## src/rtl/dti_tmr_scrub_pkg.sv

```systemverilog
// Shared types and helpers for the TMR background scrubber.
package dti_tmr_scrub_pkg;

  typedef enum logic [2:0] {
    IDLE,
    RD,
    RWAIT,
    VOTE,
    WR,
    NEXT,
    DONE,
    WAIT
  } scrub_state_e;

  // Increment enable for a saturating counter: bump only when not already at max.
  function automatic logic sat_inc_en(input logic inc, input logic at_max);
    return inc & ~at_max;
  endfunction

endpackage

```

## src/rtl/dti_tmr_vote_w.sv

```systemverilog
// Word-wide 2-of-3 majority voter with per-copy disagreement flags.
module dti_tmr_vote_w #(
  parameter int DW = 32
) (
  input  logic [DW-1:0] d0,
  input  logic [DW-1:0] d1,
  input  logic [DW-1:0] d2,
  output logic [DW-1:0] v,
  output logic          m0,
  output logic          m1,
  output logic          m2
);

  assign v  = (d0 & d1) | (d1 & d2) | (d0 & d2);
  assign m0 = (d0 != v);
  assign m1 = (d1 != v);
  assign m2 = (d2 != v);

endmodule

```

## src/rtl/dti_tmr_scrub_ctrl.sv

```systemverilog
// Background scrubber: reads all three copies of each entry, votes, and
// writes the voted word back when any copy disagrees.
module dti_tmr_scrub_ctrl
  import dti_tmr_scrub_pkg::*;
#(
  parameter int DW     = 32,
  parameter int AW     = 8,
  parameter int DEPTH  = 256,
  parameter int CNT_W  = 16,
  parameter int INTV_W = 16
) (
  input  logic              clk,
  input  logic              rst,
  input  logic              en,
  input  logic              start,
  input  logic [INTV_W-1:0] interval,
  output logic              rd_req,
  output logic [AW-1:0]     rd_addr,
  input  logic              rd_gnt,
  input  logic              rd_vld,
  input  logic [DW-1:0]     rd_d0,
  input  logic [DW-1:0]     rd_d1,
  input  logic [DW-1:0]     rd_d2,
  output logic              wr_req,
  output logic [AW-1:0]     wr_addr,
  output logic [DW-1:0]     wr_data,
  input  logic              wr_gnt,
  output logic              busy,
  output logic              done,
  output logic [CNT_W-1:0]  err_cnt0,
  output logic [CNT_W-1:0]  err_cnt1,
  output logic [CNT_W-1:0]  err_cnt2,
  output logic              multi_err,
  input  logic              err_clr
);

  scrub_state_e      state, state_nxt;
  logic [AW-1:0]     addr;
  logic [INTV_W-1:0] wait_cnt;
  logic [DW-1:0]     d0_q, d1_q, d2_q;
  logic [DW-1:0]     voted;
  logic              m0, m1, m2;
  logic              last_entry;

  dti_tmr_vote_w #(.DW(DW)) u_vote (
    .d0 (d0_q),
    .d1 (d1_q),
    .d2 (d2_q),
    .v  (voted),
    .m0 (m0),
    .m1 (m1),
    .m2 (m2)
  );

  assign last_entry = (addr == AW'(DEPTH - 1));
  assign rd_addr    = addr;
  assign wr_addr    = addr;

  always_ff @(posedge clk or posedge rst) begin
    if (rst) state <= IDLE;
    else     state <= state_nxt;
  end

  always_comb begin
    state_nxt = state;
    rd_req    = 1'b0;
    wr_req    = 1'b0;
    busy      = 1'b1;
    done      = 1'b0;
    case (state)
      IDLE: begin
        busy = 1'b0;
        if (start && en) state_nxt = RD;
      end
      RD: begin
        rd_req = 1'b1;
        if (rd_gnt) state_nxt = RWAIT;
      end
      RWAIT: begin
        if (rd_vld) state_nxt = VOTE;
      end
      VOTE: begin
        state_nxt = (m0 | m1 | m2) ? WR : NEXT;
      end
      WR: begin
        wr_req = 1'b1;
        if (wr_gnt) state_nxt = NEXT;
      end
      NEXT: begin
        if (!en)            state_nxt = IDLE;
        else if (last_entry) state_nxt = DONE;
        else                state_nxt = RD;
      end
      DONE: begin
        done      = 1'b1;
        state_nxt = (interval != '0) ? WAIT : IDLE;
      end
      WAIT: begin
        busy = 1'b0;
        // Leaving at a count of 2 lands RD exactly 'interval' cycles after DONE.
        if (!en)                          state_nxt = IDLE;
        else if (wait_cnt <= INTV_W'(2))  state_nxt = RD;
      end
      default: state_nxt = IDLE;
    endcase
  end

  always_ff @(posedge clk or posedge rst) begin
    if (rst) begin
      addr     <= '0;
      wait_cnt <= '0;
      d0_q     <= '0;
      d1_q     <= '0;
      d2_q     <= '0;
      wr_data  <= '0;
    end else begin
      case (state)
        RWAIT: begin
          if (rd_vld) begin
            d0_q <= rd_d0;
            d1_q <= rd_d1;
            d2_q <= rd_d2;
          end
        end
        VOTE: wr_data <= voted;
        NEXT: begin
          if (!en)              addr <= '0;
          else if (!last_entry) addr <= addr + AW'(1);
        end
        DONE: begin
          addr     <= '0;
          wait_cnt <= interval;
        end
        WAIT: wait_cnt <= wait_cnt - INTV_W'(1);
        default: ;
      endcase
    end
  end

  // Error statistics; a clear in the vote cycle takes priority over the update.
  always_ff @(posedge clk or posedge rst) begin
    if (rst) begin
      err_cnt0  <= '0;
      err_cnt1  <= '0;
      err_cnt2  <= '0;
      multi_err <= 1'b0;
    end else if (err_clr) begin
      err_cnt0  <= '0;
      err_cnt1  <= '0;
      err_cnt2  <= '0;
      multi_err <= 1'b0;
    end else if (state == VOTE) begin
      err_cnt0  <= err_cnt0 + CNT_W'(sat_inc_en(m0, &err_cnt0));
      err_cnt1  <= err_cnt1 + CNT_W'(sat_inc_en(m1, &err_cnt1));
      err_cnt2  <= err_cnt2 + CNT_W'(sat_inc_en(m2, &err_cnt2));
      multi_err <= multi_err | (m0 & m1 & m2);
    end
  end

endmodule

```

## config.mk

```make
export PLATFORM = sky130hd
export DESIGN_NAME = dti_tmr_scrub_ctrl
export DESIGN_NICKNAME = d
export VERILOG_FILES = /design/src/rtl/dti_tmr_scrub_pkg.sv /design/src/rtl/dti_tmr_vote_w.sv /design/src/rtl/dti_tmr_scrub_ctrl.sv
export SDC_FILE = /design/constraint.sdc
export NUM_CORES = 1
export LEC_CHECK = 0
export ABC_AREA = 1
export ABC_CLOCK_PERIOD_IN_PS = 12190
export CORE_MARGIN = 2
export CORE_UTILIZATION = 57
export DETAILED_ROUTE_END_ITERATION = 8
export PLACE_DENSITY = 0.87
export SYNTH_ARGS = -nofsm -noshare
export SYNTH_HDL_FRONTEND = slang
export SYNTH_SLANG_ARGS = --single-unit
```

## constraint.sdc

```tcl
create_clock -name clk -period 12.19 [get_ports clk]
set_input_delay 3.0475 -clock clk [delete_from_list [all_inputs] [get_ports clk]]
set_output_delay 3.0475 -clock clk [all_outputs]
set_load 0.05 [all_outputs]
```

==> out/results.ini, run 1 <==
[detailed_routing]
remaining_drc_errors = 0
dr.max_layer_used = met4
wire_per_inst_um = 14.75
dr_total_vias = 11150
drt_pre_antenna_iters = 7
drtIter0Drc = 626
antenna_violating_nets_post_route = 0
routed_wirelength_mm = 29.64
m1WireLength_mm = 12.41
detailroute.wirelength.met2_mm = 14.26
via_density = 5.548
detailroute.wirelength.met3_mm = 2.071

[synth]
synth_enable_flop_cells = 0
synth.avg_cell_area_um2 = 7.296
post_synth_fa_ha_maj_area_fraction_pct = 1.011
post_synth_xor_area_fraction_pct = 0.5503
seq_area_frac_synth_pct = 45.82
postSynthRegisterBits = 204
total_nets_after_synthesis = 1656
synthesized_area_fraction_occupied_by_ao_oa_aoi_and_oai_cells_pct = 14.39
post_synth_inst_count = 1527
asyncSetResetFlopFracSynth_pct = 100.0
yosysUniqueCellTypes = 38
synth_top_family_by_area = simple AND/OR/NAND/NOR gates
synth.yosys.warnings = 0
synthMuxAreaShare_pct = 0
syn-cell-area_mm2 = 0.01114
synthSimpleGateAreaFrac_pct = 29.74
ys.flop_type = sky130_fd_sc_hd__dfrtp_1

[floorplan]
coreArea_mm2 = 0.01933
start_util_pct = 57.62
num_io_pins = 221
dieArea_mm2 = 0.02068
num_rows = 51
die_x_um = 143.8
chipHeight_um = 143.8

[final_layout]
finalNetCount = 1858
fin_area_mm2 = 0.01421
syn_to_final_growth_pct = 27.54
final_core_util_pct = 73.49
num_antenna_cells = 0
final_layout_size_suffix_gt1_share_pct = 3.209

[job]
cap_violations = 0

[clocking]
numClockSinks = 204
postCtsSetupBuffers = 0
clock_insertion_delay_worst_skew_ns = 0.51
max-clock-path-buffers = 3
clock_h_tree_levels = 1
cts_tree = built
clk_root_buffer_cell = sky130_fd_sc_hd__clkbuf_16
clk_transition_reported_paths_ns = 0.06
cts.repair.resized = 0
tritoncts.num_buffers = 23
post_cts_hold_buffer_count = 0

[timing]
timing_worst_slew_pin_value_ns = 1.121
fin_setup_tns_ns = 0
finalHoldViolCount = 0
finalCriticalPeriod_ns = 5.778
timing.final.max_slew_violations = 0
fin_skew_ns = 0.007733
maxSlewHeadroom_pct = 25.20
setup_violators_final = 0
timing.final.crit_share_pct = 47.40
unrepaired_setup_endpoints_after_global_routing = no
fmaxAchievable_ghz = 0.1731

[power_and_ir_drop]
p_leak_nw = 6.711
power_density_mw_per_mm2 = 234.6
ir_drop_mv = 0.1561

[min_path]
worst_hold_path.num_cells = 2
timing.hold.worst.class = flip-flop to flip-flop

[global_route]
grt.overflow.total = 0
largest_net_degree_at_the_start_of_global_routing = 140
grt_antenna_before_repair = 0
first_global_vias = 10350
grt_first_pass_wirelength_mm = 47.47
global_route.usage.total_pct = 28.22

[placed_design]
place_congestion = 0.8578
postPlaceCellArea_mm2 = 0.01348
io_buffer_count = 220
detailedPlacementHpwl_mm = 20.81

[critical_path]
crit_path_top_delay_cell = sky130_fd_sc_hd__clkdlybuf4s50_1
setup.worst_path.end_class = primary output
crit_path_cell_trace = nand2_1 -> nor2_1 -> a21oi_1 -> clkdlybuf4s50_1
max_stage_delay_ns = 0.75
worst_r2r_path_depth = 7
timing.setup.critical_path_class = flip-flop to primary output
cp_data_required_time_ns = 9.14
path_max_fanout = 13
worst_ep_arrival_time_ns = 2.73
critPathLaunchType = flip-flop
setup.reg_to_reg.worst_slack_ns = 9.42

[status]
result_of_the_run = finished, final reports clean

path summary, 6_finish.rpt:
kind,start,endpoint
setup / recovery,state[2],busy
hold / removal,wr_data[19],wr_data[19]
setup reg to reg,state[0],d2_q[26]
hold reg to reg,wr_data[19],wr_data[19]
max in group asynchronous,rst,d1_q[9]
min in group asynchronous,rst,err_cnt1[4]
stage by stage:
step / hold slack, ns / power [W] / setup WS, ns / cells
floorplan: 0.4789 / 0.002190 / 3.575 / 1527
global placement: 0.4662 / 0.002579 / 6.778 / 1969
detailed placement: 0.4729 / 0.002649 / 6.652 / 1969
CTS: 0.4873 / 0.003334 / 6.414 / 2010
global route: 0.5142 / 0.003572 / 6.276 / 2010
finish: 0.4838 / 0.003333 / 6.412 / 2010
sequential cells by signal, summed over array words and instances (netlist names):
| signal | flops |
|---|---|
| d0_q | 32 |
| d1_q | 32 |
| d2_q | 32 |
| wr_data | 32 |
| err_cnt0 | 16 |
| err_cnt1 | 16 |
| err_cnt2 | 16 |
| wait_cnt | 16 |
| rd_addr | 8 |
| state | 3 |
| multi_err | 1 |
kinds of logic after synthesis:
| logic type | after synthesis |
|---|---|
| fa+ha+maj | 9 |
| buf+inv | 238 |
| simple gates | 766 |
| xor+xnor | 7 |
| flops | 204 |
| compound gates | 303 |
critical path: cells and delay by family, from the launching register on:
kind,cells,cell delay (ns)
and+or+nand+nor,2,0.88
buffers and inverters,1,0.75
AOI/OAI and AO/OA,1,0.13
DFF,1,0.46
where the power goes:
group / switching, W / total [W] / leakage (nW) / internal [W]
sequential: 0.000241 / 0.00116 / 2.41 / 0.000918
clock: 0.000276 / 0.000674 / 0.361 / 0.000399
combinational: 0.00100 / 0.00150 / 3.94 / 0.000499
layer usage:
metal	global-route usage, %	vias to the layer above
met2	48.05	408
met3	4.665	65
met5	0	-
met1	36.85	5228
met4	9.288	0
li1	-	5450
cells in the final DEF (no fill, tap or decap), types with 4 or more instances in the layout:
cell type / Yosys / final
sky130_fd_sc_hd__inv_1: 187 / 186
sky130_fd_sc_hd__a31oi_1: 7 / 7
sky130_fd_sc_hd__dfrtp_1: 204 / 204
sky130_fd_sc_hd__nor2_1: 225 / 225
sky130_fd_sc_hd__o221ai_1: 6 / 6
sky130_fd_sc_hd__clkdlybuf4s50_1: 0 / 220
sky130_fd_sc_hd__nor2_4: 4 / 4
sky130_fd_sc_hd__xor2_1: 5 / 5
sky130_fd_sc_hd__clkbuf_1: 19 / 7
sky130_fd_sc_hd__a21oi_1: 142 / 142
sky130_fd_sc_hd__clkbuf_16: 0 / 23
sky130_fd_sc_hd__nand4_1: 12 / 12
sky130_fd_sc_hd__clkbuf_8: 0 / 5
sky130_fd_sc_hd__ha_1: 9 / 9
sky130_fd_sc_hd__nand3_1: 220 / 220
sky130_fd_sc_hd__nor4_1: 6 / 6
sky130_fd_sc_hd__o21ai_0: 130 / 130
sky130_fd_sc_hd__nor3_1: 31 / 31
sky130_fd_sc_hd__o211ai_1: 6 / 6
sky130_fd_sc_hd__inv_2: 6 / 6
sky130_fd_sc_hd__nand2_1: 260 / 259
sky130_fd_sc_hd__clkinv_2: 0 / 5
synthesized netlist by cell type (7+ instances only):
master | instances | area, um^2
sky130_fd_sc_hd__nor2_1 | 225 | 844.6
sky130_fd_sc_hd__nand3_1 | 220 | 1101
sky130_fd_sc_hd__o21ai_0 | 130 | 650.6
sky130_fd_sc_hd__a21oi_1 | 142 | 710.7
sky130_fd_sc_hd__ha_1 | 9 | 112.6
sky130_fd_sc_hd__buf_4 | 8 | 60.06
sky130_fd_sc_hd__nor3_1 | 31 | 155.2
sky130_fd_sc_hd__inv_1 | 187 | 701.9
sky130_fd_sc_hd__dfrtp_1 | 204 | 5105
sky130_fd_sc_hd__clkbuf_1 | 19 | 71.32
sky130_fd_sc_hd__buf_2 | 18 | 90.09
sky130_fd_sc_hd__a31oi_1 | 7 | 43.79
sky130_fd_sc_hd__nand4_1 | 12 | 75.07
sky130_fd_sc_hd__nand2_1 | 260 | 975.9
cell type report:
class                      count  area, um^2
clock buffer                  35       670.6
multi-input combinational   1085        5097
tap                          265       331.6
timing repair buffer         222        2217
sequential                   204        5105
clock inverter                 6       55.05
inverter                     193       732.0
fill                        1465        5126
Note: power is estimated with default switching activity, not from simulation.
==> inputs of run 2 (changes only) <==
- ABC_CLOCK_PERIOD_IN_PS: 12190 -> 5700
- CORE_UTILIZATION: 57 -> 53
- PLACE_DENSITY: 0.87 -> 0.82
- clock period: 12.19 -> 5.7 ns (I/O delays scaled with it)
==> run 2 against run 1 <==
  * Register-to-register slack got worse by 6.5 ns
  * Critical path depth did not move
  * Via count is 1.8% lower
  * Flip-flop and latch count did not move
  * Count of clock-buffer cells in the layout down 3
  * Total power rose by 120%
  * Hold slack about the same
  * Clock power increased by 130%
==> out/results.ini, run 2 (synthesis results as in run 1) <==
[clocking]
clk_root_buffer_cell = sky130_fd_sc_hd__clkbuf_16
postCtsSetupBuffers = 0  ; unchanged
clk_transition_reported_paths_ns = 0.06  ; about the same
cts_tree = built
tritoncts.num_buffers = 23  ; unchanged
clock_h_tree_levels = 1  ; unchanged
max-clock-path-buffers = 3  ; unchanged
post_cts_hold_buffer_count = 0  ; unchanged
numClockSinks = 204  ; unchanged
clock_insertion_delay_worst_skew_ns = 0.50  ; about the same
cts.repair.resized = 0  ; unchanged

[timing]
fin_setup_tns_ns = 0  ; unchanged
fin_skew_ns = 0.007639  ; -0.00009376 ns
finalHoldViolCount = 0  ; unchanged
finalHoldWorstSlack_ns = 0.4834  ; -0.0003440 ns
timing_worst_slew_pin_value_ns = 1.133  ; +0.01257 ns
timing.final.max_slew_violations = 0  ; unchanged
setup_violators_final = 0  ; unchanged
timing.final.crit_share_pct = 70.92
finalCriticalPeriod_ns = 4.043
fmaxAchievable_ghz = 0.2474
maxSlewHeadroom_pct = 24.37  ; -0.84 points
unrepaired_setup_endpoints_after_global_routing = no

[detailed_routing]
routed_wirelength_mm = 28.96  ; -2.3%
drtIter0Drc = 704  ; +12%
remaining_drc_errors = 0  ; unchanged
antenna_violating_nets_post_route = 0  ; unchanged
dr_total_vias = 10950  ; -1.8%
via_density = 5.416  ; -2.4%
wire_per_inst_um = 14.32  ; -2.9%
drt_pre_antenna_iters = 5  ; -2

[final_layout]
num_antenna_cells = 0  ; unchanged
finalNetCount = 1860  ; +0.11%
syn_to_final_growth_pct = 28.50
mostFrequentLayoutCells = sky130_fd_sc_hd__nand2_1 (259), sky130_fd_sc_hd__nor2_1 (225), sky130_fd_sc_hd__nand3_1 (220), sky130_fd_sc_hd__clkdlybuf4s50_1 (220), sky130_fd_sc_hd__dfrtp_1 (204)
mostFrequentLayoutCell = sky130_fd_sc_hd__nand2_1
final_layout_size_suffix_gt1_share_pct = 3.434  ; +0.23 points

[critical_path]
worst_ep_arrival_time_ns = 2.62  ; -0.11 ns
crit_path_cell_trace = nand2_1 -> nor2_1 -> a21oi_1 -> clkdlybuf4s50_1
max_stage_delay_ns = 0.74  ; about the same
worst_r2r_path_depth = 20  ; +13
critPathLaunchType = flip-flop
timing.setup.critical_path_class = flip-flop to primary output
total_buffers_and_inverters_traversed_by_the_critical_path = 1  ; unchanged
cp_data_required_time_ns = 4.28  ; -4.86 ns
worst_path_top_cell_family_by_delay = simple AND/OR/NAND/NOR gates
worst_r2r_startpoint = d0_q[18]
setup.reg_to_reg.worst_slack_ns = 2.95  ; -6.47 ns
crit_path_top_delay_cell = sky130_fd_sc_hd__clkdlybuf4s50_1
path_max_fanout = 13  ; unchanged
reg2reg_to = err_cnt2[15]
setup.worst_path.end_class = primary output

[status]
result_of_the_run = finished, final reports clean

[power_and_ir_drop]
power.share.sequential_pct = 34.1  ; -0.7 points
share_comb_of_total_power_pct = 44.2  ; -0.8 points
ir_drop_mv = 0.3871  ; +150%
internal-power_w = 0.004006  ; +120%
share_clk_of_total_power_pct = 21.7  ; +1.5 points
p_leak_nw = 6.748  ; +0.55%
power_density_mw_per_mm2 = 505.3  ; +120%
total_switching_power_w = 0.003228  ; +110%
power.switching_fraction_pct = 44.63  ; -0.91 points

[job]
cap_violations = 0  ; unchanged

[min_path]
min_from = wr_data[15]
worst_hold_path.num_cells = 2  ; unchanged
timing.hold.worst.class = flip-flop to flip-flop
whs_endpoint = wr_data[15]

[placed_design]
place_congestion = 0.8671  ; +1.1%
detailedPlacementHpwl_mm = 20.65  ; -0.78%
io_buffer_count = 220  ; unchanged

[global_route]
largest_net_degree_at_the_start_of_global_routing = 151  ; +7.9%
first_global_vias = 10120  ; -2.1%
grt_first_pass_wirelength_mm = 47.51  ; about the same
global_route.usage.total_pct = 25.94  ; -2.3 points
grt_antenna_before_repair = 0  ; unchanged
grt.overflow.total = 0  ; unchanged

[floorplan]
coreArea_mm2 = 0.02082  ; +7.7%
start_util_pct = 53.50  ; -4.1 points
dieArea_mm2 = 0.02220  ; +7.3%
die_x_um = 149.0  ; +3.6%
num_rows = 53  ; +3.9%
chipHeight_um = 149.0  ; +3.6%
num_io_pins = 221  ; unchanged

run 2: power by group through the flow:
stage / sequential [W] / combinational [W] / clock, W
after floorplan: 0.00286 / 0.00182 / 0
after global placement: 0.00244 / 0.00311 / 0
after detailed placement: 0.00247 / 0.00319 / 0
after CTS: 0.00246 / 0.00321 / 0.00159
after global routing: 0.00255 / 0.00358 / 0.00164
final: 0.00247 / 0.00320 / 0.00157
run 2: area by class of cell:
cell class,count,area (um^2)
Fill cell,1707,6506
Clock buffer,32,649.4
Inverter,193,728.2
Timing Repair Buffer,224,2245
Multi-Input combinational cell,1085,5097
Clock inverter,9,147.6
Tap cell,275,344.1
Sequential cell,204,5105
run 2: worst max-delay path by stage:
| stage | slack [ns] | endpoint | from | depth (start not counted) |
|---|---|---|---|---|
| global placement | 2.12 | d2_q[9] | rd_vld | 5 |
| floorplan | 1.63 | d0_q[0] | rst | 1 |
| finish | 1.66 | busy | state[2] | 4 |
| global route | 1.43 | busy | state[2] | 4 |
| detailed placement | 2.05 | err_cnt2[15] | err_clr | 4 |
| CTS | 1.64 | busy | state[2] | 4 |
run 2: worst reg2reg max path, delay by kind of cell (launching register included):
| kind | cells | cell delay, ns |
|---|---|---|
| compound gates | 3 | 0.32 |
| fa+ha+maj | 1 | 0.24 |
| buf+inv | 4 | 0.33 |
| flops | 1 | 0.41 |
| simple gates | 12 | 1.34 |
run 2: per-stage QoR:
| step | total power (W) | util (%) | area, um^2 | instances | worst slack, ns |
|---|---|---|---|---|---|
| floorplan | 0.004684 | - | 11140 | 1527 | 1.631 |
| CTS | 0.007250 | 68.75 | 14320 | 2022 | 1.638 |
| global placement | 0.005552 | 64.93 | 13520 | 1981 | 2.117 |
| global route | 0.007772 | 68.75 | 14320 | 2022 | 1.425 |
| detailed placement | 0.005665 | 64.93 | 13520 | 1981 | 2.048 |
| finish | 0.007234 | 68.75 | 14320 | 2022 | 1.657 |
run 2: per-layer routing:
layer	routed length [um]	vias up	global-route usage [%]
met5	0	-	0
met4	1115	0	10.33
met3	1884	73	2.997
met2	13190	379	41.59
met1	12760	5046	36.23
li1	-	5453	-
